[src/rtl/imm_step_ctrl.sv]
// Step controller for an immediate-generator demo: a small instruction table whose
// index is advanced by a debounced push-button and/or a periodic auto-advance timer.
module imm_step_ctrl #(
    parameter int DEPTH    = 16,
    parameter int DB_CYC   = 500000,
    parameter int AUTO_CYC = 50000000
) (
    input  logic                     clk,
    input  logic                     rst,
    input  logic                     key_n,
    input  logic                     auto_en,
    input  logic                     wr_en,
    input  logic [$clog2(DEPTH)-1:0] wr_addr,
    input  logic [31:0]              wr_data,
    input  logic [$clog2(DEPTH):0]   len,
    output logic [31:0]              instr,
    output logic [$clog2(DEPTH)-1:0] idx,
    output logic                     step
);

    localparam int AW  = $clog2(DEPTH);
    localparam int DCW = $clog2(DB_CYC + 1);
    localparam int ACW = $clog2(AUTO_CYC + 1);
    localparam logic [DCW-1:0] DB_LAST   = DCW'(DB_CYC - 1);
    localparam logic [ACW-1:0] AUTO_LAST = ACW'(AUTO_CYC - 1);

    typedef enum logic [1:0] {
        IDLE,
        PRESS_WAIT,
        PRESSED,
        RELEASE_WAIT
    } db_state_t;

    logic [31:0]    table_mem [DEPTH];

    logic           sync1_q, sync1_d;
    logic           sync2_q, sync2_d;
    db_state_t      state_q, state_d;
    logic [DCW-1:0] db_cnt_q, db_cnt_d;
    logic [ACW-1:0] auto_cnt_q, auto_cnt_d;
    logic [AW-1:0]  idx_q, idx_d;
    logic [31:0]    instr_q, instr_d;
    logic           step_q, step_d;

    logic           key_low;
    logic           key_evt;
    logic           auto_evt;
    logic           adv;
    logic [AW:0]    idx_inc;

    // Table has no reset so its contents survive rst.
    always_ff @(posedge clk) begin
        if (wr_en) begin
            table_mem[wr_addr] <= wr_data;
        end
    end

    always_comb begin
        sync1_d  = key_n;
        sync2_d  = sync1_q;
        key_low  = ~sync2_q;
        state_d  = state_q;
        db_cnt_d = db_cnt_q;
        key_evt  = 1'b0;
        case (state_q)
            IDLE: begin
                db_cnt_d = '0;
                if (key_low) begin
                    state_d = PRESS_WAIT;
                end
            end
            PRESS_WAIT: begin
                if (!key_low) begin
                    state_d  = IDLE;
                    db_cnt_d = '0;
                end else if (db_cnt_q == DB_LAST) begin
                    state_d  = PRESSED;
                    db_cnt_d = '0;
                    key_evt  = 1'b1;
                end else begin
                    db_cnt_d = db_cnt_q + 1'b1;
                end
            end
            PRESSED: begin
                db_cnt_d = '0;
                if (!key_low) begin
                    state_d = RELEASE_WAIT;
                end
            end
            RELEASE_WAIT: begin
                // A low glitch during release returns to PRESSED silently.
                if (key_low) begin
                    state_d  = PRESSED;
                    db_cnt_d = '0;
                end else if (db_cnt_q == DB_LAST) begin
                    state_d  = IDLE;
                    db_cnt_d = '0;
                end else begin
                    db_cnt_d = db_cnt_q + 1'b1;
                end
            end
            default: begin
                state_d  = IDLE;
                db_cnt_d = '0;
            end
        endcase
    end

    always_comb begin
        auto_evt = auto_en && (auto_cnt_q == AUTO_LAST);
        adv      = (key_evt || auto_evt) && (len != '0);
        idx_inc  = {1'b0, idx_q} + (AW + 1)'(1);

        idx_d = idx_q;
        if (adv) begin
            idx_d = (idx_inc >= len) ? '0 : idx_inc[AW-1:0];
        end else if ({1'b0, idx_q} >= len) begin
            idx_d = '0;
        end

        if (!auto_en || auto_evt || adv) begin
            auto_cnt_d = '0;
        end else begin
            auto_cnt_d = auto_cnt_q + 1'b1;
        end

        step_d  = adv;
        instr_d = table_mem[idx_q];
    end

    always_ff @(posedge clk or posedge rst) begin
        if (rst) begin
            sync1_q    <= 1'b1;
            sync2_q    <= 1'b1;
            state_q    <= IDLE;
            db_cnt_q   <= '0;
            auto_cnt_q <= '0;
            idx_q      <= '0;
            instr_q    <= '0;
            step_q     <= 1'b0;
        end else begin
            sync1_q    <= sync1_d;
            sync2_q    <= sync2_d;
            state_q    <= state_d;
            db_cnt_q   <= db_cnt_d;
            auto_cnt_q <= auto_cnt_d;
            idx_q      <= idx_d;
            instr_q    <= instr_d;
            step_q     <= step_d;
        end
    end

    assign instr = instr_q;
    assign idx   = idx_q;
    assign step  = step_q;

endmodule

[config.mk]
export PLATFORM = sky130hd
export DESIGN_NAME = imm_step_ctrl
export DESIGN_NICKNAME = d
export VERILOG_FILES = /design/src/rtl/imm_step_ctrl.sv
export SDC_FILE = /design/constraint.sdc
export NUM_CORES = 1
export LEC_CHECK = 0
export ABC_CLOCK_PERIOD_IN_PS = 3100
export CORE_ASPECT_RATIO = 1.75
export CORE_MARGIN = 1.5
export CORE_UTILIZATION = 50
export CTS_CLUSTER_DIAMETER = 150
export DETAILED_ROUTE_END_ITERATION = 10
export PLACE_DENSITY = 0.68
export SYNTH_ARGS = -nofsm -noshare
export SYNTH_HDL_FRONTEND = slang
export SYNTH_SLANG_ARGS = --single-unit
[constraint.sdc]
create_clock -name clk -period 3.1 [get_ports clk]
set_input_delay 0.31 -clock clk [delete_from_list [all_inputs] [get_ports clk]]
set_output_delay 0.31 -clock clk [all_outputs]
set_load 0.02 [all_outputs]
Word level (Yosys, flattened, before mapping)
Memories as Yosys holds them, arrays and structs flattened. A register that Yosys moved wholly into a read port is not among the register bits.
Cells that the tools add are included.
{ "word_totals": {"wordCells": 53, "mem_count": 1, "mem_bits_rw": 512, "input_bits": 46, "regBits": 54} }
{ "memory_table": {"columns": ["name", "words", "word_bits", "rd", "rd_ports_with_merged_regs", "write_ports", "line_no", "text"], "rows": [
  ["table_mem", 16, 32, 1, 1, 1, "34", "logic [31:0] table_mem [DEPTH];"]
]} }
{ "op_classes": {"n_addsub": 3, "n_mux": 20, "order_cmp": 2, "n_reduce_logical": 11, "eq_ne": 9} }
{ "ops": {"columns": ["op", "count"], "rows": [
  ["two-way mux 19 bit", 3],
  ["one-hot mux 19 bit (3 select lines)", 1],
  ["adder 26 x 1 -> 26 bit (second input constant)", 1],
  ["equality test 26 bit (second input constant)", 1],
  ["two-way mux 26 bit", 1],
  ["adder 19 x 1 -> 19 bit (second input constant)", 1],
  ["equality test 19 bit (second input constant)", 1],
  ["two-way mux 2 bit", 6],
  ["two-way mux 4 bit", 3],
  ["one-hot mux 2 bit (4 select lines)", 1],
  ["inequality test 3 bit (second input constant)", 2],
  ["adder 4 x 1 -> 5 bit (second input constant)", 1],
  [">= comparator 4 x 5 -> 1 bit", 1],
  [">= comparator 5 bit", 1],
  ["two-way mux 1 bit", 5],
  ["nonzero test 5 bit", 1],
  ["equality test 2 bit (second input constant)", 2],
  ["inequality test 2 bit (second input constant)", 2],
  ["AND reduction 4 bit", 1],
  ["logical OR 1 bit", 3],
  ["equality test 2 x 1 -> 1 bit (second input constant)", 1],
  ["logical AND 1 bit", 2],
  ["logical NOT 2 bit", 1],
  ["nonzero test 2 bit", 1],
  ["2 further kinds", 2]
]} }

Longest topological paths before layout
{ "logic_depth": {"depth_word": 8, "ltp_mapped": 11, "depth_no_buf": 9} }

Worst setup path before layout
No wires, ideal clock.
{ "synth_path": {"path_type": "input port to flip-flop", "start": "in wr_addr[2]", "end": "mem table_mem[0][0] (enable)", "t_required_ns": 2.639, "path_slack_ns": -0.390, "arrival_time_ns": 3.028, "setup_ns": 0.461, "stages": 2, "path_cell_list": "or3b_2 -> nor3_1"} }
{ "synth_rtl": {"columns": ["item", "line_no", "text"], "rows": [
  ["start, declared", "13", "input logic [$clog2(DEPTH)-1:0] wr_addr,"],
  ["end, declared", "34", null]
]} }
No word-level cell before the write port.

Final worst setup path
{ "layout_path": {"start": "reg idx_q[0] (netlist: idx[0])", "end": "reg idx_q[2] (netlist: idx[2])"} }
{ "layout_between": {"elab_chain_cells": 4, "word_cells_on_any_way": 6, "classes_between": "1 x add/sub; 2 x order compare; 2 x mux; 1 x reduce/logical"} }
{ "layout_lines": {"columns": ["item", "line_no", "text"], "rows": [
  ["start, declared", "41", "logic [AW-1:0] idx_q, idx_d;"],
  ["start signal, assigned", "147", "idx_q <= idx_d;"],
  ["adder 4 x 1 -> 5 bit", "112", "idx_inc = {1'b0, idx_q} + (AW + 1)'(1);"],
  [">= comparator 5 bit", "116", "idx_d = (idx_inc >= len) ? '0 : idx_inc[AW-1:0];"],
  ["two-way mux 4 bit", "116", null],
  ["two-way mux 4 bit", "115", "if (adv) begin"]
]} }
Several ways; a longest one is shown, not always the timed one.
A chain may end at the register's enable or synchronous reset.

==> impl_metrics.yaml <==
clock_network:
  cts_tree: "built"
  cts_root_buffer: "clkbuf_16"
  clk_latency_ns: 0.60
  ctsHoldBuffers: 0
  ctsResizeCount: 0
  cts-buffers-inserted: 51
  post_cts_buffers: 0
  cts_max_path_buffers: 3
  path_clk_slew_ns: 0.07
  htree_levels: 2
  clock-sinks: 598
global_route:
  antenna_found_initial: 2
  gr-total-overflow: 0
  grt_use_total_pct: 20.2
  grt_pass1_vias: 11578
  grt_max_degree: 72
  grt_pass1_wl_mm: 69.8
place:
  routabilityCongestion: 0.819
  dp_hpwl_mm: 26.4
  port_buffers: 82
  place_inst: 1717
route:
  wl_per_cell_um: 25.3
  wirelength_mm: 45.8
  antenna_left: 0
  drt-initial-drc-count: 925
  drc: 0
  firstDrtPassIters: 5
  vias: 10781
  vias_per_cell: 5.95
yosys:
  syn_avg_cell_area_um2: 21.6
  synthArstFlopShare_pct: 14.4
  syn_area_mm2: 0.0230
  syn_inst: 1065
  synth_edf_count: 512
  synth_area_leaders: "edfxtp_1 67%, mux4_2 16%, dfrtp_1 9.2%"
  synth_seq_area_share_pct: 76.3
  synth_flop_cell: "edfxtp_1"
  ys_warn_count: 0
  syn-num-nets: 1123
  yosysTopAreaCellShare_pct: 67.0
  ys_types: 45
  synth_top_area_cell: "edfxtp_1"
  synth-seq-cells: 598
timing:
  finalSetupViolations: 0
  hold_viol_final: 0
  slew_violations: 0
  tightestPinTransition_ns: 0.791
  setup-tns-final_ns: 0
  timing.fmax_mhz: 382
  fin_crit_ns: 2.62
  slew-limit-headroom_pct: 47.1
  fin_crit_sh_pct: 84.5
  skew_ns: 0.0320
  rsz0062_at_grt: "no"
layout:
  layout.nets: 1251
  final_cells: 1811
  final_layout_size_suffix_gt1_share_pct: 24.0
  n_antenna_cell: 0
  syn_to_final_growth_pct: 15.6
power_and_ir_drop:
  seqPwrFrac_pct: 55.9
  pwr-share-comb_pct: 3.5
  leakage_uw: 0.00847
  swShare_pct: 20.2
  internal_power_uw: 12800
  p_total_uw: 16000
  irDropWorstVdd_mv: 0.572
  switchingPower_uw: 3240
  clkPwrFrac_pct: 40.6
  power.density_mw_per_mm2: 604
critical_path:
  cp_cell_sequence: "buf_4 -> inv_1 -> ha_1 -> and3b_1 -> o21ai_0 -> a211oi_1 -> o211ai_1 -> o31ai_1"
  path_buf_inv: 2
  critPathRequiredTime_ns: 3.58
  worst_path_max_delay_cell: "buf_4"
  cp_top_family: "compound AO/OA/AOI/OAI gates"
  cp-end-kind: "flip-flop"
  cp_max_fo: 34
  crit_type: "flip-flop to flip-flop"
  worst_setup_path_start_kind: "flip-flop"
  worst_ep_arrival_time_ns: 3.10
  cpPeakStageDelay_ns: 0.57
hold_path:
  hp-class: "input port to asynchronous set/reset pin"
die:
  rows: 103
  start_util_pct: 50.8
  pin_count: 83
  coreArea_mm2: 0.0452
  die_w_um: 165
  die_y_um: 286
  die_area_mm2: 0.0473
outcome:
  status: "complete, no violations"
run:
  drv_cap: 0
==> through the flow <==
stage	util, %	hold WS (ns)	area [um2]	worst slack, ns
after floorplan	-	0.314	23000	0.482
after global placement	54.9	0.351	24800	0.506
after detailed placement	54.9	0.354	24800	0.480
after CTS	58.7	0.131	26500	0.461
after global routing	58.7	0.134	26500	0.206
final	58.7	0.149	26500	0.479
==> worst paths after layout <==
check,from,endpoint,slack [ns],cells after the start
hold / removal,rst,auto_cnt_q[8],0.15,2
setup reg to reg,idx[0],idx[2],0.48,8
min in group clk,key_n,sync1_q,0.15,1
setup / recovery,idx[0],idx[2],0.48,8
max in group asynchronous,rst,instr[12],2.17,3
hold reg to reg,sync1_q,sync2_q,0.36,0
==> sequential cells by signal, summed over array words and instances, names as in the netlist, 4 cells and up, named ones only <==
name	flops
table_mem	512
instr	32
auto_cnt_q	26
db_cnt_q	19
idx	4
==> worst register-to-register path: stages, from the launching register on <==
cell and delay (ns):
dfrtp_4 0.47, buf_4 0.57, inv_1 0.17, ha_1 0.32, and3b_1 0.15, o21ai_0 0.09
a211oi_1 0.49, o211ai_1 0.16, o31ai_1 0.10
==> cells in the final DEF (no fill, tap or decap), drive strengths merged, types with 6 or more instances in the layout <==
cell type,Yosys,final
nand2,17,17
mux4,160,160
buf,24,36
and4,6,6
bufinv,0,6
clkdlybuf4s50,0,82
nor3,11,11
dfrtp,84,84
inv,13,18
clkinv,1,14
xor2,15,15
nand4,12,12
clkbuf,19,65
edfxtp,512,512
xnor2,28,28
ha,12,12
nand3,20,20
nor4,9,9
and3,9,9
nor2,68,68
==> area by class of cell <==
type                       count  area [um2]
sequential                   598       17500
timing repair buffer         118        1220
clock inverter                29         349
multi-input combinational    410        5310
clock buffer                  65        1360
tap                          577         722
fill                        3234       18700
inverter                      14        55.1
==> power by group through the flow <==
stage	Sequential [uW]	Combinational, uW	Clock [uW]
after floorplan	9140	236	0
after global placement	9120	561	0
after detailed placement	9130	572	0
after CTS	8960	573	6630
after global routing	8970	604	6900
final	8960	560	6500
==> routing by layer <==
layer  wire [um]  part of all wire (%)  vias to the layer above  track usage, %
met5          30                 0.066                        -               0
met2       25400                    55                      296            36.8
met4        1130                   2.5                        4            6.26
met3        1980                   4.3                       77            2.91
li1            -                     -                     4613               -
met1       17200                    38                     5791            24.5
==> logic make-up (layout without fill, tap and decap cells) <==
logic type      after synthesis  after routing  share of synthesized area, %
fa+ha+maj                    12             12                         0.654
simple gates                179            179                          4.00
mux                         161            161                          15.7
compound gates               15             15                         0.490
xor+xnor                     43             43                          1.64
flops                       598            598                          76.3
buf+inv                      57            226                          1.13
==> synth_stat cells (2+ instances only) <==
cell type and count:
and2_1 5, nand2_1 17, and3_1 9, clkbuf_1 19, nor4bb_1 5, a211oi_1 2, ha_1 12, and4_1 6
o31ai_1 4, xnor2_1 28, buf_4 10, inv_1 13, nor2b_1 3, buf_2 7, buf_1 7, dfstp_2 2
dfrtp_1 84, nor4_1 9, o21ai_0 2, nor2_1 68, mux4_2 160, nand2b_1 3, nand3b_1 3, nand3_1 20
nand4_1 12, xor2_1 15, edfxtp_1 512, nor3_1 11
No activity file was read; power rests on OpenSTA's default activity.
